[src/rtl/pipeline_memory_pkg.sv]
// Shared opcodes, bubble encoding and FSM state type for the memory pipeline stage.
package pipeline_memory_pkg;

  localparam logic [3:0]  LOAD_OP  = 4'b1000;
  localparam logic [3:0]  STORE_OP = 4'b1001;
  localparam logic [15:0] NOOP     = 16'h0000;

  typedef enum logic {
    IDLE = 1'b0,
    WAIT = 1'b1
  } state_t;

  function automatic logic is_mem_op(input logic [3:0] op);
    return (op == LOAD_OP) || (op == STORE_OP);
  endfunction

endpackage

[src/rtl/pipeline_memory_if.sv]
// Data-memory req/ack port: the stage is the master, the memory is the slave.
interface pipeline_memory_if;

  logic        req;
  logic        we;
  logic [15:0] addr;
  logic [15:0] wdata;
  logic        ack;
  logic [15:0] rdata;

  modport master (output req, we, addr, wdata, input ack, rdata);
  modport slave  (input req, we, addr, wdata, output ack, rdata);

endinterface

[src/rtl/pipeline_memory_timeout.sv]
// Saturating wait-cycle counter; expired marks the last WAIT cycle allowed before a forced completion.
module mem_timeout_counter #(
  parameter int TIMEOUT_CYCLES = 255
) (
  input  logic clk,
  input  logic reset,
  input  logic clear,
  input  logic enable,
  output logic expired
);

  localparam int CNT_W = (TIMEOUT_CYCLES < 1) ? 1 : $clog2(TIMEOUT_CYCLES + 1);
  localparam logic [CNT_W-1:0] CNT_MAX = '1;
  localparam logic [CNT_W-1:0] CNT_TC  = (TIMEOUT_CYCLES < 1) ? '0 : CNT_W'(TIMEOUT_CYCLES - 1);

  logic [CNT_W-1:0] count;

  always_ff @(posedge clk) begin
    if (!reset) begin
      count <= '0;
    end else if (clear) begin
      count <= '0;
    end else if (enable && (count != CNT_MAX)) begin
      count <= count + CNT_W'(1);
    end
  end

  // A zero timeout disables forced completion entirely.
  assign expired = (TIMEOUT_CYCLES != 0) && (count == CNT_TC);

endmodule

[src/rtl/pipeline_memory.sv]
// Memory pipeline stage: one-cycle ALU passthrough, loads/stores over a req/ack port with timeout.
// state | meaning
// IDLE  | accepting a new instruction from execute every cycle
// WAIT  | load/store outstanding on the memory port; upstream stalled
module pipeline_memory
  import pipeline_memory_pkg::*;
#(
  parameter int          TIMEOUT_CYCLES = 255,
  parameter logic [15:0] ERR_DATA       = 16'hDEAD
) (
  input  logic                      clk,
  input  logic                      reset,
  input  logic [15:0]               execute_instr,
  input  logic [15:0]               execute_result,
  input  logic [15:0]               execute_store_data,
  input  logic                      execute_done,
  input  logic                      execute_is_dependent,
  output logic                      memory_stall,
  output logic                      memory_done,
  output logic                      memory_is_dependent,
  output logic [15:0]               memory_result,
  output logic [15:0]               memory_instr,
  pipeline_memory_if.master         mem,
  output logic                      mem_error
);

  state_t      state_q, state_d;
  logic [15:0] instr_q, instr_d;
  logic [15:0] result_q, result_d;
  logic        done_q, done_d;
  logic        dep_q, dep_d;
  logic        req_q, req_d;
  logic        we_q, we_d;
  logic [15:0] addr_q, addr_d;
  logic [15:0] wdata_q, wdata_d;
  logic        err_q, err_d;
  logic        cnt_clear, cnt_en, cnt_expired;
  logic [3:0]  exec_op;

  assign exec_op = execute_instr[15:12];

  mem_timeout_counter #(
    .TIMEOUT_CYCLES (TIMEOUT_CYCLES)
  ) u_timeout (
    .clk     (clk),
    .reset   (reset),
    .clear   (cnt_clear),
    .enable  (cnt_en),
    .expired (cnt_expired)
  );

  always_ff @(posedge clk) begin
    if (!reset) begin
      state_q  <= IDLE;
      instr_q  <= '0;
      result_q <= '0;
      done_q   <= 1'b0;
      dep_q    <= 1'b0;
      req_q    <= 1'b0;
      we_q     <= 1'b0;
      addr_q   <= '0;
      wdata_q  <= '0;
      err_q    <= 1'b0;
    end else begin
      state_q  <= state_d;
      instr_q  <= instr_d;
      result_q <= result_d;
      done_q   <= done_d;
      dep_q    <= dep_d;
      req_q    <= req_d;
      we_q     <= we_d;
      addr_q   <= addr_d;
      wdata_q  <= wdata_d;
      err_q    <= err_d;
    end
  end

  always_comb begin
    state_d   = state_q;
    instr_d   = instr_q;
    result_d  = result_q;
    done_d    = done_q;
    dep_d     = dep_q;
    req_d     = req_q;
    we_d      = we_q;
    addr_d    = addr_q;
    wdata_d   = wdata_q;
    err_d     = err_q;
    cnt_clear = 1'b0;
    cnt_en    = 1'b0;

    unique case (state_q)
      IDLE: begin
        instr_d = execute_instr;
        if (is_mem_op(exec_op)) begin
          result_d  = '0;
          done_d    = 1'b0;
          dep_d     = (exec_op == LOAD_OP);
          req_d     = 1'b1;
          we_d      = (exec_op == STORE_OP);
          addr_d    = execute_result;
          if (exec_op == STORE_OP) begin
            wdata_d = execute_store_data;
          end
          cnt_clear = 1'b1;
          state_d   = WAIT;
        end else begin
          result_d = execute_result;
          done_d   = execute_done;
          dep_d    = execute_is_dependent;
        end
      end

      WAIT: begin
        // Ack takes priority over a timeout landing in the same cycle.
        if (mem.ack || cnt_expired) begin
          req_d     = 1'b0;
          done_d    = 1'b1;
          cnt_clear = 1'b1;
          state_d   = IDLE;
          if (!we_q) begin
            result_d = mem.ack ? mem.rdata : ERR_DATA;
          end
          if (!mem.ack) begin
            err_d = 1'b1;
          end
        end else begin
          cnt_en = 1'b1;
        end
      end

      default: state_d = IDLE;
    endcase
  end

  assign memory_stall        = (state_q == WAIT);
  assign memory_done         = done_q;
  assign memory_is_dependent = dep_q;
  assign memory_result       = result_q;
  assign memory_instr        = instr_q;
  assign mem.req             = req_q;
  assign mem.we              = we_q;
  assign mem.addr            = addr_q;
  assign mem.wdata           = wdata_q;
  assign mem_error           = err_q;

endmodule

[src/flat_wrapper.sv]
// flat-port wrapper written by rule: the top's interface ports become plain ports
module pipeline_memory_flat import pipeline_memory_pkg::*;
#(
  parameter int          TIMEOUT_CYCLES = 255,
  parameter logic [15:0] ERR_DATA       = 16'hDEAD
)
  (clk, reset, execute_instr, execute_result, execute_store_data, execute_done, execute_is_dependent, memory_stall, memory_done, memory_is_dependent, memory_result, memory_instr, mem_error, mem_req, mem_we, mem_addr, mem_wdata, mem_ack, mem_rdata);
  pipeline_memory_if mem_i ();
  input  logic clk;
  input  logic reset;
  input  logic [15:0] execute_instr;
  input  logic [15:0] execute_result;
  input  logic [15:0] execute_store_data;
  input  logic execute_done;
  input  logic execute_is_dependent;
  output logic memory_stall;
  output logic memory_done;
  output logic memory_is_dependent;
  output logic [15:0] memory_result;
  output logic [15:0] memory_instr;
  output logic mem_error;
  output wire logic [$bits(mem_i.req)-1:0] mem_req;
  output wire logic [$bits(mem_i.we)-1:0] mem_we;
  output wire logic [$bits(mem_i.addr)-1:0] mem_addr;
  output wire logic [$bits(mem_i.wdata)-1:0] mem_wdata;
  input wire logic [$bits(mem_i.ack)-1:0] mem_ack;
  input wire logic [$bits(mem_i.rdata)-1:0] mem_rdata;
  assign mem_req = mem_i.req;
  assign mem_we = mem_i.we;
  assign mem_addr = mem_i.addr;
  assign mem_wdata = mem_i.wdata;
  assign mem_i.ack = mem_ack;
  assign mem_i.rdata = mem_rdata;
  pipeline_memory #(.TIMEOUT_CYCLES(TIMEOUT_CYCLES), .ERR_DATA(ERR_DATA)) u_core (.clk(clk), .reset(reset), .execute_instr(execute_instr), .execute_result(execute_result), .execute_store_data(execute_store_data), .execute_done(execute_done), .execute_is_dependent(execute_is_dependent), .memory_stall(memory_stall), .memory_done(memory_done), .memory_is_dependent(memory_is_dependent), .memory_result(memory_result), .memory_instr(memory_instr), .mem(mem_i), .mem_error(mem_error));
endmodule
[config.mk]
export PLATFORM = sky130hd
export DESIGN_NAME = pipeline_memory_flat
export DESIGN_NICKNAME = d
export VERILOG_FILES = /design/src/rtl/pipeline_memory_pkg.sv /design/src/rtl/pipeline_memory_if.sv /design/src/rtl/pipeline_memory_timeout.sv /design/src/rtl/pipeline_memory.sv /design/src/flat_wrapper.sv
export SDC_FILE = /design/constraint.sdc
export NUM_CORES = 1
export LEC_CHECK = 0
export CAP_MARGIN = 30
export CORE_MARGIN = 5
export CORE_UTILIZATION = 45
export DETAILED_ROUTE_END_ITERATION = 12
export PLACE_DENSITY_LB_ADDON = 0.1
export SYNTH_ARGS = -nofsm -noshare
export SYNTH_HDL_FRONTEND = slang
export SYNTH_SLANG_ARGS = --single-unit
[constraint.sdc]
create_clock -name clk -period 2.9 [get_ports clk]
set_clock_uncertainty 0.2 [all_clocks]
set_input_delay 0.87 -clock clk [delete_from_list [all_inputs] [get_ports clk]]
set_output_delay 0.87 -clock clk [all_outputs]
set_load 0.005 [all_outputs]
==> impl_metrics.json <==
{
  "critPathTopFamily": "buffers and inverters",
  "critPathArrivalTime_ns": 1.41,
  "die_h_um": 94.25,
  "drtIter0Drc": 103,
  "hold_depth": 2,
  "finalSetupViolCount": 0,
  "critPathCaptureType": "output port",
  "syn_inst": 369,
  "tritoncts": "built",
  "rsz0062_at_grt": "false",
  "ant_nets": 0,
  "fin_crit_ns": 2.481,
  "cts.clk_slew.worst_paths_ns": 0.07,
  "overflow": 0,
  "yosys_warnings": 0,
  "critPathBufInv": 1,
  "cp_data_required_time_ns": 1.83,
  "mostFrequentLayoutCell": "clkdlybuf4s50_1",
  "utilization": 0.7142,
  "path_max_fanout": 11,
  "crit_slowest_cell": "clkdlybuf4s50_1",
  "coreArea_sq_mm": 0.006869,
  "numCtsBuffers": 9,
  "layout_common_cells": "clkdlybuf4s50_1, dfxtp_1, nand2_1",
  "cts_sinks": 78,
  "antenna_found_initial": 0,
  "cts_max_level": 3,
  "grt_pass1_wl_um": 14580,
  "seq_area_sq_mm": 0.001563,
  "p_leak_nw": 1.764,
  "wl_per_cell_um": 15.14,
  "multiInputGateArea_sq_mm": 0.001511,
  "synth-edff-count": 0,
  "p_total_mw": 2.374,
  "vdd.ir_drop.worst_mv": 0.3050,
  "ios": 139,
  "min_path_type": "flop to flop",
  "syn-num-nets": 440,
  "antenna-diode-count": 0,
  "fin_cells": 607,
  "routed_via_density": 5.145,
  "drive_gt1_frac": 0.06262,
  "max_slew.worst_pin.slew_ns": 0.4030,
  "drv_slew": 0,
  "fillers": 558,
  "synth_seq_cells": 78,
  "netlist_area_sq_mm": 0.003194,
  "cts-root-buf": "clkbuf_8",
  "synthFlopType": "dfxtp_1",
  "avgSynthCellArea_sq_um": 8.657,
  "dieArea_sq_mm": 0.008883,
  "start_kind": "flop",
  "worstRegToRegCells": 6,
  "routabilityCongestion": 0.8390,
  "ys_seq_area_frac": 0.4888,
  "rows": 30,
  "slowest_delay_ns": 0.56,
  "drt-pass1-iter-count": 4,
  "slew_headroom": 0.7285,
  "cap_viol_max_count": 0,
  "post_cts_resize_count": 0,
  "hold_viol_final": 0,
  "vias": 3123,
  "routed_wl_um": 9189,
  "port_buffers": 138,
  "clockBufferDepth": 2,
  "critPathKind": "flop to output port",
  "cellPowerDensity_mw_per_mm2": 483.8,
  "worstPathCellList": "clkdlybuf4s50_1",
  "post-place-cells": 592,
  "clock_latency_ns": 0.33,
  "die_width_um": 94.25,
  "post-route-drc-count": 0,
  "status": "completed",
  "grt_pass1_vias": 3091,
  "nNetsFinal": 578,
  "setup_tns_ns": 0,
  "grt_usage": 0.2088,
  "grt_max_degree": 27,
  "synthArstFlopShare": 0,
  "hpwl_um": 6788,
  "period_share": 0.8555,
  "syn_to_final_growth_pct": 53.58,
  "synth_cell_type_count": 38,
  "cp.depth": 1,
  "ctsHoldBuffers": 0,
  "post_cts_buffers": 0,
  "reg2reg_slack_ns": 0.91,
  "start_util": 0.4650,
  "fmax_mhz": 403.1
}
==> worst paths after layout <==
path	start	endpoint
max	u_core.memory_stall	memory_stall
min	u_core.mem.wdata[9]	u_core.mem.wdata[9]
min reg2reg	u_core.mem.wdata[9]	u_core.mem.wdata[9]
max reg2reg	u_core.u_timeout.count[0]	u_core.u_timeout.count[7]
==> state kept, by name, indices dropped and copies added, names as in the netlist <==
| name | flops |
|---|---|
| u_core.mem.addr | 16 |
| u_core.mem.req | 1 |
| u_core.mem.wdata | 16 |
| u_core.mem.we | 1 |
| u_core.mem_error | 1 |
| u_core.memory_done | 1 |
| u_core.memory_instr | 16 |
| u_core.memory_is_dependent | 1 |
| u_core.memory_result | 16 |
| u_core.memory_stall | 1 |
| u_core.u_timeout.count | 8 |
==> per-layer routing <==
metal  up-vias  global-route usage  wire length (um)
met5         -                   0                 0
met4         0             0.09627               227
met3        19             0.06410               850
met2       118              0.3392              4214
met1      1458              0.2514              3896
li1       1528                   -                 -
==> power breakdown <==
part	switching (mW)	leakage, nW	internal [mW]
logic	0.121	1.02	0.212
clock network	0.369	0.109	0.528
registers	0.0255	0.640	1.12
==> synthesized netlist by cell type (2+ instances only) <==
cell type	number	area [sq um]
inv_1	4	15.01
buf_1	2	7.510
nand3b_1	6	45.04
dfxtp_1	78	1562
a21boi_0	16	120.1
a21o_1	2	15.01
clkbuf_1	11	41.29
a211oi_1	2	15.01
a31oi_1	5	31.28
nand4b_1	3	26.28
nor3_1	13	65.06
nor2b_1	19	118.9
ha_1	2	25.02
buf_2	9	45.04
a21boi_1	18	135.1
o21ai_0	21	105.1
nand3_1	8	40.04
nor2_1	25	93.84
a21oi_1	16	80.08
nand2_1	73	274.0
nand4_1	3	18.77
mux2i_1	17	170.2
==> kinds of logic after synthesis <==
logic type	after synthesis	synth area share
simple gates	159	0.2393
compound gates	84	0.1680
flops	78	0.4888
buf+inv	28	0.03995
mux	17	0.05327
fa+ha+maj	2	0.007833
xor+xnor	1	0.002742
==> per-stage QoR <==
step / hold WS [ns] / setup slack (ns) / area [sq um]
floorplan: 0.2514 / 0.7210 / 3194
global placement: 0.2410 / 0.1870 / 4683
detailed placement: 0.2489 / 0.1119 / 4683
CTS: 0.2590 / 0.3738 / 4906
global route: 0.2784 / 0.3719 / 4906
finish: 0.2543 / 0.4190 / 4906
==> layout make-up <==
class | count | area share
clock buffers | 12 | 0.03162
clock inverters | 3 | 0.01377
inverters | 4 | 0.003060
multi-input cells | 263 | 0.3081
flip-flops and latches | 78 | 0.3185
well taps | 96 | 0.02448
repair buffers | 151 | 0.3004
==> worst min-delay path: cells and delay by family (launching register included) <==
family / cells / cell delay, ns
and+or+nand+nor: 1 / 0.05
AOI/OAI and AO/OA: 1 / 0.05
DFF: 1 / 0.31
Power figures use the tool's default switching activity.
